==> src/rtl/alu1.sv <==
// Single-cycle registered ALU: add/sub, logic ops, shifts and signed set-less-than.
// Define ALU1_FLAGS_EN to build the zero/negative/carry/overflow flag registers; otherwise the flags read 0.
module alu1 #(
  parameter int WIDTH = 32
) (
  input  logic             clk,
  input  logic             rst,
  input  logic [WIDTH-1:0] A,
  input  logic [WIDTH-1:0] B,
  input  logic [2:0]       opcode,
  output logic [WIDTH-1:0] ALU_Result,
  output logic             zero,
  output logic             negative,
  output logic             carry,
  output logic             overflow
);

  localparam int SHW = $clog2(WIDTH);

  typedef enum logic [2:0] {
    OP_ADD = 3'b000,
    OP_SUB = 3'b001,
    OP_AND = 3'b010,
    OP_OR  = 3'b011,
    OP_XOR = 3'b100,
    OP_SLL = 3'b101,
    OP_SRA = 3'b110,
    OP_SLT = 3'b111
  } op_e;

  op_e              op;
  logic [SHW-1:0]   shamt;
  logic             is_sub;
  logic [WIDTH-1:0] b_operand;
  logic [WIDTH-1:0] sum;
  logic [WIDTH-1:0] result_next;
  logic [WIDTH-1:0] result_reg;

  assign op    = op_e'(opcode);
  assign shamt = B[SHW-1:0];

  // Subtraction shares the adder as A + ~B + 1.
  assign is_sub    = (op == OP_SUB);
  assign b_operand = is_sub ? ~B : B;

`ifdef ALU1_FLAGS_EN
  logic [WIDTH:0] sum_ext;
  assign sum_ext = {1'b0, A} + {1'b0, b_operand} + {{WIDTH{1'b0}}, is_sub};
  assign sum     = sum_ext[WIDTH-1:0];
`else
  assign sum = A + b_operand + {{(WIDTH-1){1'b0}}, is_sub};
`endif

  always_comb begin
    result_next = '0;
    case (op)
      OP_ADD,
      OP_SUB: result_next = sum;
      OP_AND: result_next = A & B;
      OP_OR:  result_next = A | B;
      OP_XOR: result_next = A ^ B;
      OP_SLL: result_next = A << shamt;
      OP_SRA: result_next = $unsigned($signed(A) >>> shamt);
      OP_SLT: result_next = {{(WIDTH-1){1'b0}}, ($signed(A) < $signed(B))};
      default: result_next = '0;
    endcase
  end

  always_ff @(posedge clk or posedge rst) begin
    if (rst) begin
      result_reg <= '0;
    end else begin
      result_reg <= result_next;
    end
  end

  assign ALU_Result = result_reg;

`ifdef ALU1_FLAGS_EN
  logic carry_next;
  logic overflow_next;
  logic zero_reg;
  logic negative_reg;
  logic carry_reg;
  logic overflow_reg;

  // Overflow when both adder inputs share a sign that the sum does not.
  always_comb begin
    carry_next    = 1'b0;
    overflow_next = 1'b0;
    if (op == OP_ADD || op == OP_SUB) begin
      carry_next    = sum_ext[WIDTH];
      overflow_next = (A[WIDTH-1] == b_operand[WIDTH-1]) && (sum[WIDTH-1] != A[WIDTH-1]);
    end
  end

  always_ff @(posedge clk or posedge rst) begin
    if (rst) begin
      zero_reg     <= 1'b1;
      negative_reg <= 1'b0;
      carry_reg    <= 1'b0;
      overflow_reg <= 1'b0;
    end else begin
      zero_reg     <= (result_next == '0);
      negative_reg <= result_next[WIDTH-1];
      carry_reg    <= carry_next;
      overflow_reg <= overflow_next;
    end
  end

  assign zero     = zero_reg;
  assign negative = negative_reg;
  assign carry    = carry_reg;
  assign overflow = overflow_reg;
`else
  assign zero     = 1'b0;
  assign negative = 1'b0;
  assign carry    = 1'b0;
  assign overflow = 1'b0;
`endif

endmodule

==> config.mk <==
export PLATFORM = sky130hd
export DESIGN_NAME = alu1
export DESIGN_NICKNAME = d
export VERILOG_FILES = /design/src/rtl/alu1.sv
export SDC_FILE = /design/constraint.sdc
export NUM_CORES = 1
export LEC_CHECK = 0
export CAP_MARGIN = 20
export CELL_PAD_IN_SITES_DETAIL_PLACEMENT = 1
export CELL_PAD_IN_SITES_GLOBAL_PLACEMENT = 1
export CORE_AREA = 5 5 144 146
export CTS_CLUSTER_SIZE = 25
export DETAILED_ROUTE_END_ITERATION = 12
export DIE_AREA = 0 0 149 151
export PLACE_DENSITY = 0.95
export SETUP_SLACK_MARGIN = 0.15
export SYNTH_ARGS = -nofsm -noshare
export SYNTH_HDL_FRONTEND = slang
export SYNTH_SLANG_ARGS = --single-unit
==> constraint.sdc <==
create_clock -name clk -period 1.2 [get_ports clk]
set_input_delay 0.18 -clock clk [delete_from_list [all_inputs] [get_ports clk]]
set_output_delay 0.18 -clock clk [all_outputs]
set_load 0.005 [all_outputs]
==> results of run 1 <==
through the flow:
stage | cells | hold slack (ns) | setup slack, ns | utilization, % | TNS (ns)
after detailed placement | 1836 | 0.582 | -2.61 | 66.5 | -68.67
after floorplan | 1196 | 0.296 | -1.56 | - | -38.69
after global placement | 1835 | 0.554 | -2.15 | 66.4 | -58.75
kinds of logic after synthesis:
kind of cell	count (synthesis)	share of synthesized area [%]
flip-flops	32	8.95
other	1	0.0419
AND/OR/NAND/NOR	328	16.2
adder cells (fa/ha/maj)	128	18.0
XOR/XNOR	55	5.38
buffers and inverters	174	8.03
multiplexers	118	17.6
AO/OA/AOI/OAI	357	25.8
==> impl_metrics.py, run 1 <==
metrics = {
    "logic_synthesis": {
        "synthTopCellsByArea": "ha_1, dfrtp_1, mux2i_1, mux4_2, a21oi_1",
        "yosysTopAreaCell": "ha_1",
        "ys_async_sr_fraction_pct": 100,
        "synth_flop_cell": "dfrtp_1",
        "synth.distinct_cells": 67,
        "synth_area_um2": 8950,
        "synth_edf_count": 0,
        "yosys-top-cells-count": "ha_1, nor2_1, nand2_1",
        "synth_seq_area_share_pct": 8.95,
        "ys_seq_elements": 32,
        "syn-mean-instance-area_um2": 7.50,
        "synth_top_cell_area_share_pct": 17.8,
        "synth_most_common_cell": "ha_1",
        "syn_inst": 1193,
        "yosysWarnings": 0,
    },
    "clock_tree": {
        "cts.sinks": 32,
        "h-tree-depth": 2,
        "post_cts_buffers": 70,
        "cts-resized-gates": 430,
        "cts_buffer_depth": 2,
        "cts_hold_buf": 0,
        "cts_buffers": 5,
        "cts_root_buffer": "clkbuf_16",
    },
    "floorplan": {
        "start_util_pct": 46.4,
        "pin_count": 105,
        "rows": 51,
        "fp.dieH_um": 151,
        "die_x_um": 149,
    },
    "place": {
        "place_congestion": 1.10,
        "dp_hpwl_um": 46800,
        "io_buffers": 100,
        "placed_area_um2": 12800,
    },
    "outcome": {
        "stop_error": "[ERROR DPL-0033] detailed placement checks failed during check placement.",
        "status": "stopped before the end",
        "stop_stage": "clock tree synthesis",
    },
}
==> run 2: changes to the inputs <==
- CELL_PAD_IN_SITES_DETAIL_PLACEMENT: 1 -> not set
- CELL_PAD_IN_SITES_GLOBAL_PLACEMENT: 1 -> not set
- CORE_AREA: 5 5 144 146 -> 5 5 156 158
- CTS_CLUSTER_SIZE: 25 -> not set
- DIE_AREA: 0 0 149 151 -> 0 0 161 163
- PLACE_DENSITY: 0.95 -> not set
- PLACE_DENSITY_LB_ADDON: not set -> 0.15
- SETUP_SLACK_MARGIN: 0.15 -> not set
==> run 2 against run 1 <==
Net effect: the flow now finishes, with violations (setup timing); area after synthesis unchanged; synthesized cell count unchanged.
==> impl_metrics.py, run 2 <==
metrics = {
    "global_routing": {
        "antenna_found_initial": 0,
        "gr-usage-all-layers_pct": 32.2,
        "grt_pass1_vias": 11300,
        "grt_pass1_wl_um": 65300,
        "grt_max_degree": 64,
        "overflow": 0,
    },
    "pwr": {
        "leakagePower_nw": 6.84,
        "totalPowerFinal_w": 0.0104,
        "powerDensity_nw_per_um2": 704,
        "ir_drop_uv": 549,
    },
    "sta": {
        "tightest_slew_ns": 0.647,
        "setup_viol": 32,
        "rsz0062_at_grt": "yes",
        "fin_hold_ws_ns": 0.245,
        "fin_ws_ns": -1.54,
        "fin_crit_sh_pct": 229,
        "final.min_clock_period_ns": 2.74,
        "hold_viol": 0,
        "slew_violations": 0,
        "slew_headroom_pct": 55.6,
        "max_freq_mhz": 364,
    },
    "floorplan": {
        "start_util_pct": 38.9,
        "fp.dieH_um": 163,
        "die_area_um2": 26200,
        "coreArea_um2": 23000,
        "rows": 56,
        "pin_count": 105,
        "die_x_um": 161,
    },
    "logic_synthesis": {
        "synthTopCellsByArea": "ha_1, dfrtp_1, mux2i_1, mux4_2, a21oi_1",
        "synth_flop_cell": "dfrtp_1",
        "synth_xor_area_share_pct": 5.38,
        "syn_inst": 1193,
        "yosysWarnings": 0,
        "yosys-top-cells-count": "ha_1, nor2_1, nand2_1",
        "synth_fa_ha_area_share_pct": 18.0,
        "synthMuxAreaShare_pct": 17.6,
        "synth_edf_count": 0,
        "synth_area_um2": 8950,
        "synth_seq_area_share_pct": 8.95,
        "ys_seq_elements": 32,
        "synth_compound_area_share_pct": 25.8,
        "ys_async_sr_fraction_pct": 100,
        "syn-mean-instance-area_um2": 7.50,
        "synth_top_cell_area_share_pct": 17.8,
        "synth_simple_gate_area_share_pct": 16.2,
        "synth_most_common_cell": "ha_1",
        "yosysTopAreaCell": "ha_1",
        "synth.distinct_cells": 67,
        "synth_top_family_by_area": "compound AO/OA/AOI/OAI gates",
    },
    "finish": {
        "layout_commonest_cell": "buf_4",
        "layout_common_cells": "buf_4, nor2_1, nand2_1",
        "drive_gt1_share_pct": 43.5,
        "final-seq-area_um2": 801,
        "largest_reg_flops": 32,
        "syn_to_final_growth_pct": 64.7,
        "nFillCells": 2035,
        "multi_input_area_um2": 8750,
        "final_nets": 1830,
        "diodes": 0,
    },
    "worst_setup_path": {
        "cp_slowest_stage_delay_ns": 0.40,
        "end_kind": "register",
        "arrival_ns": 2.96,
        "criticalPathCategory": "primary input to register",
        "critPathBufInv": 4,
        "cp_max_fo": 7,
        "start_kind": "primary input",
        "cp_slowest_cell": "or4_4",
        "path_cells": "buf_8 > nor3b_4 > buf_6 > buf_12 > xnor2_2 > ha_1 > buf_6 > nand4_1 > nor3_4 > a221oi_4 > a21bo_2 > o21a_4 > or4_4 > nand4_1",
        "crit_family": "simple AND/OR/NAND/NOR gates",
        "path_depth": 14,
        "crit_required_ns": 1.42,
    },
    "detailed_routing": {
        "wl_met2_um": 20200,
        "drc": 0,
        "via_per_inst": 5.82,
        "wirelength_um": 43300,
        "route.layer.met1.wl_um": 16800,
        "wl_per_cell_um": 22.5,
        "drt_iter0_drc": 914,
        "antenna_left": 0,
        "num_vias": 11200,
        "firstDrtPassIters": 9,
        "dr_wl_met3_um": 3240,
        "dr.max_layer_used": "met4",
    },
    "place": {
        "io_buffers": 100,
        "place_congestion": 1.01,
        "dp_hpwl_um": 33100,
    },
    "clock_tree": {
        "cts_tree": "built",
        "cts_buffer_depth": 2,
        "cts_root_buffer": "clkbuf_16",
        "cts_hold_buf": 0,
        "cts_buffers": 5,
        "cts.sinks": 32,
        "clk_pin_slew_ns": 0.06,
        "h-tree-depth": 2,
    },
    "hold_path": {
        "hold_path.class": "primary input to asynchronous set/reset pin",
    },
    "outcome": {
        "status": "finished, violations left",
        "violations": "setup timing",
    },
    "job": {
        "drv_cap": 0,
    },
}
[run 2: cell counts after synthesis]
Identical to the previous run, type by type.
[run 2: tightest hold or removal path, stage by stage]
cell             delay, ns
clkdlybuf4s50_1       0.41
inv_1                 0.09
buf_12                0.22
[run 2: kinds of logic (layout without fill, tap and decap cells)]
| logic type | count (synthesis) | count (layout) |
|---|---|---|
| simple gates | 328 | 328 |
| mux | 118 | 118 |
| buf+inv | 174 | 611 |
| fa+ha+maj | 128 | 128 |
| xor+xnor | 55 | 55 |
| flops | 32 | 32 |
| compound gates | 357 | 357 |
| other cells | 1 | 4 |
[run 2: layout make-up]
| cell class | count | area share [%] |
|---|---|---|
| Clock inverter | 1 | 0.0340 |
| Inverter | 83 | 2.18 |
| Tap cell | 290 | 2.46 |
| Clock buffer | 6 | 0.875 |
| Timing Repair Buffer | 521 | 29.6 |
| Sequential cell | 32 | 5.43 |
| Multi-Input combinational cell | 990 | 59.4 |
[run 2: stage by stage]
step	utilization (%)	std cells	area (µm²)	worst slack [ns]	setup TNS, ns
2_1_floorplan	-	1196	9280	-1.56	-38.69
3_3_place_gp	56.1	1870	12900	-2.68	-64.98
3_5_place_dp	56.1	1870	12900	-2.61	-65.93
4_1_cts	62.4	1911	14300	-1.50	-38.42
5_1_grt	64.1	1923	14700	-1.62	-42.97
6_report	64.1	1923	14700	-1.54	-40.88
[run 2: what timing repair did]
action	4_1_cts	5_1_grt
resized for setup	359	84
endpoints found under the setup margin	64	32
cloned	5	0
buffers inserted	33	14
pin swaps	99	74
[run 2: per-layer routing]
metal  vias up  GRT usage, %
met5         -             0
met4         0          18.2
met3       147          5.80
met2       542          53.9
met1      5278          39.0
li1       5230             -
[run 2: report_power, final]
group / switching, W / internal [W] / total (W)
clock network: 0.000512 / 0.000755 / 0.00127
logic: 0.00394 / 0.00387 / 0.00781
registers: 0.0000477 / 0.00126 / 0.00131
total: 0.00450 / 0.00588 / 0.0104
[run 2: worst paths after layout]
kind                           start        endpoint  slack, ns
min                              rst  ALU_Result[24]       0.25
max                        opcode[2]  ALU_Result[30]      -1.54
min in group clk               B[10]  ALU_Result[10]       0.47
max in group asynchronous        rst   ALU_Result[1]       0.75
Power figures use the tool's default switching activity.
==> run 3: changes to the inputs <==
- ABC_CLOCK_PERIOD_IN_PS: not set -> 1200
==> results of run 3 <==
No change in the layout: final DEF, timing and power equal those of run 2.
